[src/rtl/wb_regfile.sv]
// Write-back stage and architectural register bank: selects load data or ALU result,
// commits it to a 32-entry register file, and serves two ID-stage read ports.
module wb_regfile #(
  parameter int DATA_W   = 32,
  parameter int ADDR_W   = 5,
  parameter int NUM_REGS = 32,
  parameter bit BYPASS   = 1'b1
) (
  input  logic              clk,
  input  logic              rst_n,
  input  logic              MemWB_RegWrite_in,
  input  logic              MemWB_MemToReg_in,
  input  logic [DATA_W-1:0] ReadData_in,
  input  logic [DATA_W-1:0] AluResult_in,
  input  logic [ADDR_W-1:0] WriteReg_in,
  input  logic [ADDR_W-1:0] ReadReg1_in,
  input  logic [ADDR_W-1:0] ReadReg2_in,
  output logic [DATA_W-1:0] ReadData1_out,
  output logic [DATA_W-1:0] ReadData2_out,
  output logic [DATA_W-1:0] WbData_out,
  output logic [ADDR_W-1:0] WbWriteReg_out,
  output logic              WbValid_out,
  output logic [31:0]       WbCount_out
);

  logic [DATA_W-1:0] r_regs [NUM_REGS];
  logic [31:0]       r_wbCount;
  logic [DATA_W-1:0] w_wbData;
  logic              w_wbValid;

  // rst_n gates the commit so a write pending while reset is asserted is dropped
  assign w_wbData  = MemWB_MemToReg_in ? ReadData_in : AluResult_in;
  assign w_wbValid = MemWB_RegWrite_in & (WriteReg_in != '0) & rst_n;

  always_ff @(posedge clk or negedge rst_n) begin
    if (!rst_n) begin
      for (int i = 0; i < NUM_REGS; i++) begin
        r_regs[i] <= '0;
      end
      r_wbCount <= '0;
    end else if (w_wbValid) begin
      r_regs[WriteReg_in] <= w_wbData;
      r_wbCount           <= r_wbCount + 32'd1;
    end
  end

  always_comb begin
    ReadData1_out = r_regs[ReadReg1_in];
    if (ReadReg1_in == '0) begin
      ReadData1_out = '0;
    end else if (BYPASS && w_wbValid && (ReadReg1_in == WriteReg_in)) begin
      ReadData1_out = w_wbData;
    end
  end

  always_comb begin
    ReadData2_out = r_regs[ReadReg2_in];
    if (ReadReg2_in == '0) begin
      ReadData2_out = '0;
    end else if (BYPASS && w_wbValid && (ReadReg2_in == WriteReg_in)) begin
      ReadData2_out = w_wbData;
    end
  end

  assign WbData_out     = w_wbData;
  assign WbWriteReg_out = WriteReg_in;
  assign WbValid_out    = w_wbValid;
  assign WbCount_out    = r_wbCount;

endmodule

[config.mk]
export PLATFORM = sky130hd
export DESIGN_NAME = wb_regfile
export DESIGN_NICKNAME = d
export VERILOG_FILES = /design/src/rtl/wb_regfile.sv
export SDC_FILE = /design/constraint.sdc
export NUM_CORES = 2
export LEC_CHECK = 0
export CORE_ASPECT_RATIO = 1.25
export CORE_UTILIZATION = 48
export CTS_BUF_LIST = sky130_fd_sc_hd__clkbuf_8
export DETAILED_ROUTE_END_ITERATION = 16
export PLACE_DENSITY = 0.71
export SLEW_MARGIN = 15
export SYNTH_ARGS = -nofsm -noshare
export SYNTH_HDL_FRONTEND = slang
export SYNTH_SLANG_ARGS = --single-unit
export TNS_END_PERCENT = 1
[constraint.sdc]
create_clock -name clk -period 2.5 [get_ports clk]
set_clock_uncertainty 0.15 [all_clocks]
set_input_delay 0.5 -clock clk [delete_from_list [all_inputs] [get_ports clk]]
set_output_delay 0.5 -clock clk [all_outputs]
set_load 0.03 [all_outputs]
# Yosys cells after proc, flatten, opt, wreduce, memory -nomap -nowiden
# Index checks and enable logic that the tools add are counted.
# totals
regBits,1056
in_bits,83
out_inout_bits,134
wordCells,65
# op_classes
addsub,1
magnitude_cmp,4
eq_ne,2
muxes,14
bitwise,5
reduce_logical,6
# op_table
operator,n
1024-bit bitwise mux,1
32-bit binary-select mux with 5-bit select,2
32-bit 2-to-1 mux,10
32-bit demux with 5-bit select,1
"32-bit by 1-bit adder with 32-bit output, second input constant",1
"6-bit >= comparator, second input constant",3
5-bit NOT with 6-bit output,3
5-bit == test,2
5-bit zero test,2
"6-bit by 1-bit < comparator with 1-bit output, second input constant",1
5-bit nonzero test,1
1-bit logical AND,3
1-bit AND,2

# Longest topological paths before layout
# logic_depth
ltp_word,6
mapped_depth,10
mapped_depth_nobuf,6

# Worst setup path after synthesis
# Ideal clock, no wire load.
# synth_path
path_kind,input to output
startpoint,in WriteReg_in[0]
endpoint,out ReadData2_out[30]
t_arrival_ps,2739
required_time_ps,1850
slack_ps,-889
stages,6
path_buffers,2
path_cell_list,or4_1 > o211ai_2 > buf_4 > nor3_1 > clkbuf_1 > o41ai_1
# synth_between
elab_chain_len,6
elab_cells_between_ends,7
cone_classes,1 x eq/ne; 2 x mux; 2 x bitwise; 2 x reduce/logical
# synth_lines
item,line,text
start: declaration,15,"input logic [ADDR_W-1:0] WriteReg_in,"
5-bit nonzero test,33,assign w_wbValid = MemWB_RegWrite_in & (WriteReg_in != '0) & rst_n;
1-bit AND (2 in a row),33,
1-bit logical AND (*),60,end else if (BYPASS && w_wbValid && (ReadReg2_in == WriteReg_in)) begin
32-bit 2-to-1 mux (*),60,
32-bit 2-to-1 mux (*),58,if (ReadReg2_in == '0) begin
end: declaration,19,"output logic [DATA_W-1:0] ReadData2_out,"
# Every way passes the cells marked *; elsewhere a longest branch is shown, timed or not.

# Final worst setup path
# layout_path
startpoint,reg r_regs[401] in the netlist's numbering
endpoint,out ReadData1_out[17]
# layout_between
elab_chain_len,5
# layout_lines
item,line,text
start: declaration,26,logic [DATA_W-1:0] r_regs [NUM_REGS];
start signal: indexed assignment,42,r_regs[WriteReg_in] <= w_wbData;
32-bit binary-select mux with 5-bit select,48,ReadData1_out = r_regs[ReadReg1_in];
32-bit 2-to-1 mux (not written as such) (2 in a row),48,
32-bit 2-to-1 mux,51,end else if (BYPASS && w_wbValid && (ReadReg1_in == WriteReg_in)) begin
32-bit 2-to-1 mux,49,if (ReadReg1_in == '0) begin
end: declaration,18,"output logic [DATA_W-1:0] ReadData1_out,"
# Every way passes these cells. The select of a mux whose other input is x is not followed.

==> impl_metrics.prom <==
# TYPE chip_impl_metric gauge
chip_impl_metric{name="cell_area_after_technology_mapping",unit="sq mm"} 0.0556
chip_impl_metric{name="synth_top_area_share",unit=""} 0.476
chip_impl_metric{name="die_w",unit="um"} 306
chip_impl_metric{name="fin_crit_sh",unit=""} 1.41
chip_impl_metric{name="port-buffer-count",unit=""} 216
chip_impl_metric{name="cp_data_required_time",unit="ns"} 1.85
chip_impl_info{name="top_cells_by_area_in_the_synthesized_netlist",value="sky130_fd_sc_hd__dfrtp_1 48%, sky130_fd_sc_hd__mux4_2 12%, sky130_fd_sc_hd__mux2i_1 7.4%"} 1
chip_impl_info{name="yosys_most_used_dff",value="sky130_fd_sc_hd__dfrtp_1"} 1
chip_impl_metric{name="synth-seq-area-share",unit=""} 0.476
chip_impl_metric{name="drv.max_cap_violation_count",unit=""} 0
chip_impl_metric{name="maxSlewViolCount",unit=""} 0
chip_impl_metric{name="clock_path_buffers",unit=""} 3
chip_impl_metric{name="drcViolationCount",unit=""} 0
chip_impl_metric{name="synth_fp_nets",unit=""} 5527
chip_impl_metric{name="slew_headroom",unit=""} 0.306
chip_impl_metric{name="period_needed",unit="ns"} 3.51
chip_impl_metric{name="synthCells",unit=""} 5443
chip_impl_metric{name="detail_route.first_pass.iterations",unit=""} 6
chip_impl_metric{name="die_area",unit="sq mm"} 0.117
chip_impl_metric{name="post_drt_via_cell_ratio",unit=""} 6.39
chip_impl_info{name="synth_area_leader_cell",value="sky130_fd_sc_hd__dfrtp_1"} 1
chip_impl_metric{name="finalPower",unit="mW"} 52.6
chip_impl_metric{name="count_of_flip_flops_with_a_built_in_enable_after_synthesis",unit=""} 0
chip_impl_metric{name="clkTransAtPathRegs",unit="ns"} 0.07
chip_impl_info{name="rsz0062_at_grt",value="yes"} 1
chip_impl_metric{name="nets",unit=""} 6265
chip_impl_metric{name="clk-insertion-delay-late",unit="ns"} 0.91
chip_impl_info{name="setup.worst_path.start_class",value="flop"} 1
chip_impl_metric{name="seqPwrFrac",unit=""} 0.429
chip_impl_metric{name="fp.dieH",unit="um"} 382
chip_impl_metric{name="core_region_area",unit="sq mm"} 0.115
chip_impl_metric{name="share_comb_of_total_power",unit=""} 0.270
chip_impl_metric{name="irDropWorstVdd",unit="V"} 0.000425
chip_impl_info{name="violations",value="setup timing"} 1
chip_impl_metric{name="grt_pass1_wl",unit="mm"} 315
chip_impl_metric{name="finalHoldViolCount",unit=""} 0
chip_impl_info{name="worstHoldPathType",value="in2reg"} 1
chip_impl_metric{name="max_slew.worst_pin.slew",unit="ns"} 1.04
chip_impl_metric{name="setup-violations-final",unit=""} 65
chip_impl_metric{name="drive_gt1_frac",unit=""} 0.307
chip_impl_metric{name="first_global_vias",unit=""} 50000
chip_impl_metric{name="grt_overflow_total",unit=""} 0
chip_impl_metric{name="sw_frac_of_total",unit=""} 0.320
chip_impl_metric{name="yosys_register_bits",unit=""} 1056
chip_impl_metric{name="drt.antenna.violating_nets",unit=""} 0
chip_impl_metric{name="leakage",unit="nW"} 32.8
chip_impl_info{name="crit_path_end_kind",value="output port"} 1
chip_impl_metric{name="pwr_density_cell",unit="mW/mm^2"} 718
chip_impl_metric{name="effective_utilization_at_floorplan",unit=""} 0.484
chip_impl_info{name="min-delay-start",value="rst_n"} 1
chip_impl_metric{name="area_grow_syn2layout",unit="%"} 32.0
chip_impl_info{name="cp-startpoint",value="r_regs[401]"} 1
chip_impl_metric{name="post_drt_wl_per_cell",unit="um"} 27.0
chip_impl_metric{name="gp_routability_congestion",unit=""} 0.958
chip_impl_metric{name="switchingPower",unit="mW"} 16.8
chip_impl_metric{name="finalWorstSetupSlack",unit="ns"} -1.01
chip_impl_metric{name="synthesis.area_per_instance",unit="sq um"} 10.2
chip_impl_info{name="worstSetupPathType",value="reg2out"} 1
chip_impl_metric{name="pin_count_of_the_biggest_net_entering_global_routing",unit=""} 186
chip_impl_metric{name="power_frac_clock",unit=""} 0.301
chip_impl_info{name="cts_root_buf",value="sky130_fd_sc_hd__clkbuf_8"} 1
chip_impl_metric{name="yosysWarningCount",unit=""} 0
chip_impl_metric{name="post_synth_num_cell_types",unit=""} 57
chip_impl_metric{name="detailroute.via_count",unit=""} 49900
chip_impl_metric{name="grt_antenna_before_repair",unit=""} 4
chip_impl_info{name="cts_tree",value="done"} 1
chip_impl_metric{name="ctsHtreeMaxLevel",unit=""} 4
chip_impl_metric{name="cts.sinks",unit=""} 1056
chip_impl_metric{name="p_int",unit="mW"} 35.8
chip_impl_metric{name="boundaryPins",unit=""} 217
chip_impl_info{name="outcome",value="finished with violations"} 1
chip_impl_metric{name="finish.cell_count_without_fillers",unit=""} 7805
chip_impl_metric{name="routed_wirelength",unit="mm"} 210
chip_impl_metric{name="dpl.hpwl",unit="mm"} 145
chip_impl_metric{name="data_arrival_at_the_endpoint_of_the_critical_path",unit="ns"} 2.86
chip_impl_metric{name="max_freq",unit="MHz"} 285
chip_impl_metric{name="dp.cells",unit=""} 7488
chip_impl_metric{name="drc_violation_total_after_the_first_tritonroute_iteration",unit=""} 6370
chip_impl_metric{name="number_of_buffers_created_by_cts",unit=""} 165
chip_impl_metric{name="critical_path.max_fanout",unit=""} 2
chip_impl_metric{name="std_cell_rows",unit=""} 139
chip_impl_info{name="r2r-start",value="WbCount_out[0]"} 1
chip_impl_metric{name="globalRouteTotalUtil",unit=""} 0.360
chip_impl_metric{name="ys_async_sr_fraction",unit=""} 1.00
## final timing paths
kind                            slack [ns]                end  cells after the start
worst min-delay path                  0.05     WbCount_out[1]                      6
min in group asynchronous             0.33        r_regs[612]                      5
worst max register to register        0.31    WbCount_out[26]                      6
worst min register to register        0.25       r_regs[1018]                      0
max in group asynchronous             0.37        r_regs[567]                      6
worst max-delay path                 -1.01  ReadData1_out[17]                      6
## routing by layer
metal,wire [um],global-route usage
met3,22900,0.0920
met5,161,0.00914
met4,14900,0.230
met1,78000,0.462
met2,94400,0.544
## power groups by stage
stage | registers, mW | logic (mW) | clock network [mW]
floorplan | 22.1 | 8.06 | 0
global placement | 22.5 | 13.4 | 0
detailed placement | 22.7 | 13.8 | 0
CTS | 22.4 | 14.0 | 15.9
global route | 22.8 | 15.3 | 16.6
finish | 22.6 | 14.2 | 15.8
## cells in the mapped netlist, types with 12 or more instances
cell / number
sky130_fd_sc_hd__nand2_1: 266
sky130_fd_sc_hd__xnor2_1: 24
sky130_fd_sc_hd__mux2_2: 52
sky130_fd_sc_hd__buf_1: 14
sky130_fd_sc_hd__buf_4: 24
sky130_fd_sc_hd__o22ai_1: 24
sky130_fd_sc_hd__nor3_2: 12
sky130_fd_sc_hd__nor4_1: 78
sky130_fd_sc_hd__mux2i_1: 412
sky130_fd_sc_hd__dfrtp_1: 1056
sky130_fd_sc_hd__nor2_1: 960
sky130_fd_sc_hd__o32ai_1: 23
sky130_fd_sc_hd__o21ai_0: 230
sky130_fd_sc_hd__and3_1: 26
sky130_fd_sc_hd__buf_2: 132
sky130_fd_sc_hd__inv_1: 39
sky130_fd_sc_hd__mux4_2: 296
sky130_fd_sc_hd__a311oi_1: 20
sky130_fd_sc_hd__clkbuf_1: 400
sky130_fd_sc_hd__a211oi_1: 127
sky130_fd_sc_hd__a22oi_1: 120
sky130_fd_sc_hd__a21o_1: 20
sky130_fd_sc_hd__nand4_1: 12
sky130_fd_sc_hd__nor2b_1: 105
sky130_fd_sc_hd__xor2_1: 17
sky130_fd_sc_hd__a21oi_1: 811
sky130_fd_sc_hd__a221oi_1: 12
sky130_fd_sc_hd__nand3_1: 37
## flip-flops by register name, summed over array words and instances (netlist names)
register     flops
r_regs        1024
WbCount_out     32
## area by class of cell
type / instances / area, sq um
flip-flops and latches: 1056 / 26400
well taps: 1480 / 1850
multi-input cells: 3773 / 28800
clock buffers: 222 / 3060
inverters: 42 / 163
diodes: 3 / 7.51
fillers: 8587 / 41500
clock inverters: 86 / 542
repair buffers: 1143 / 12500
## worst max-delay path, stage by stage, from the launching register on
cell	delay (ns)
sky130_fd_sc_hd__dfrtp_1	0.39
sky130_fd_sc_hd__mux4_2	0.47
sky130_fd_sc_hd__mux2i_1	0.17
sky130_fd_sc_hd__o32ai_2	0.11
sky130_fd_sc_hd__nor4_4	0.49
sky130_fd_sc_hd__a211oi_4	0.13
sky130_fd_sc_hd__buf_12	0.17
## stage by stage
step	setup WS [ns]	TNS, ns	cell area [sq um]	hold slack (ns)	util
6_report	-1.01	-54.66	73300	0.0535	0.639
5_1_grt	-1.11	-59.21	73300	0.0665	0.639
4_1_cts	-1.02	-58.10	73200	0.0493	0.638
3_5_place_dp	-1.11	-247.33	69000	0.236	0.601
3_3_place_gp	-1.13	-237.17	69000	0.230	0.601
2_1_floorplan	-0.350	-24.21	56700	0.0544	-
## cells in the final DEF, fill, tap and decap left out, types with 26 or more instances in the layout
| master | instances |
|---|---|
| sky130_fd_sc_hd__mux2_2 | 52 |
| sky130_fd_sc_hd__dlygate4sd2_1 | 42 |
| sky130_fd_sc_hd__a22oi_1 | 120 |
| sky130_fd_sc_hd__a21oi_1 | 789 |
| sky130_fd_sc_hd__nand2_1 | 258 |
| sky130_fd_sc_hd__buf_4 | 715 |
| sky130_fd_sc_hd__mux2i_1 | 350 |
| sky130_fd_sc_hd__inv_1 | 80 |
| sky130_fd_sc_hd__o21ai_0 | 226 |
| sky130_fd_sc_hd__mux2i_2 | 30 |
| sky130_fd_sc_hd__a211oi_1 | 97 |
| sky130_fd_sc_hd__nor4_1 | 26 |
| sky130_fd_sc_hd__clkbuf_8 | 222 |
| sky130_fd_sc_hd__clkdlybuf4s50_1 | 67 |
| sky130_fd_sc_hd__nor2b_1 | 102 |
| sky130_fd_sc_hd__mux2i_4 | 32 |
| sky130_fd_sc_hd__buf_12 | 285 |
| sky130_fd_sc_hd__nor4_4 | 33 |
| sky130_fd_sc_hd__mux4_2 | 296 |
| sky130_fd_sc_hd__nor2_1 | 934 |
| sky130_fd_sc_hd__dfrtp_1 | 1056 |
| sky130_fd_sc_hd__nand3_1 | 35 |
## what timing repair did
| item | in CTS | in global routing |
|---|---|---|
| endpoints found under the setup margin | 111 | 72 |
| hold buffers | 1 | 1 |
| pin swaps | 46 | 6 |
| endpoints found under the hold margin | 129 | 126 |
| gates resized for setup | 179 | 27 |
| cloned | 1 | 0 |
| buffers inserted | 4 | 0 |
## kinds of logic after synthesis
logic type	after synthesis	synth area share
simple gates	1538	0.119
compound gates	1432	0.147
flops	1056	0.476
mux	760	0.205
buf+inv	615	0.0466
xor+xnor	41	0.00646
fa+ha+maj	1	0.000225
(Power assumes the default switching activity.)
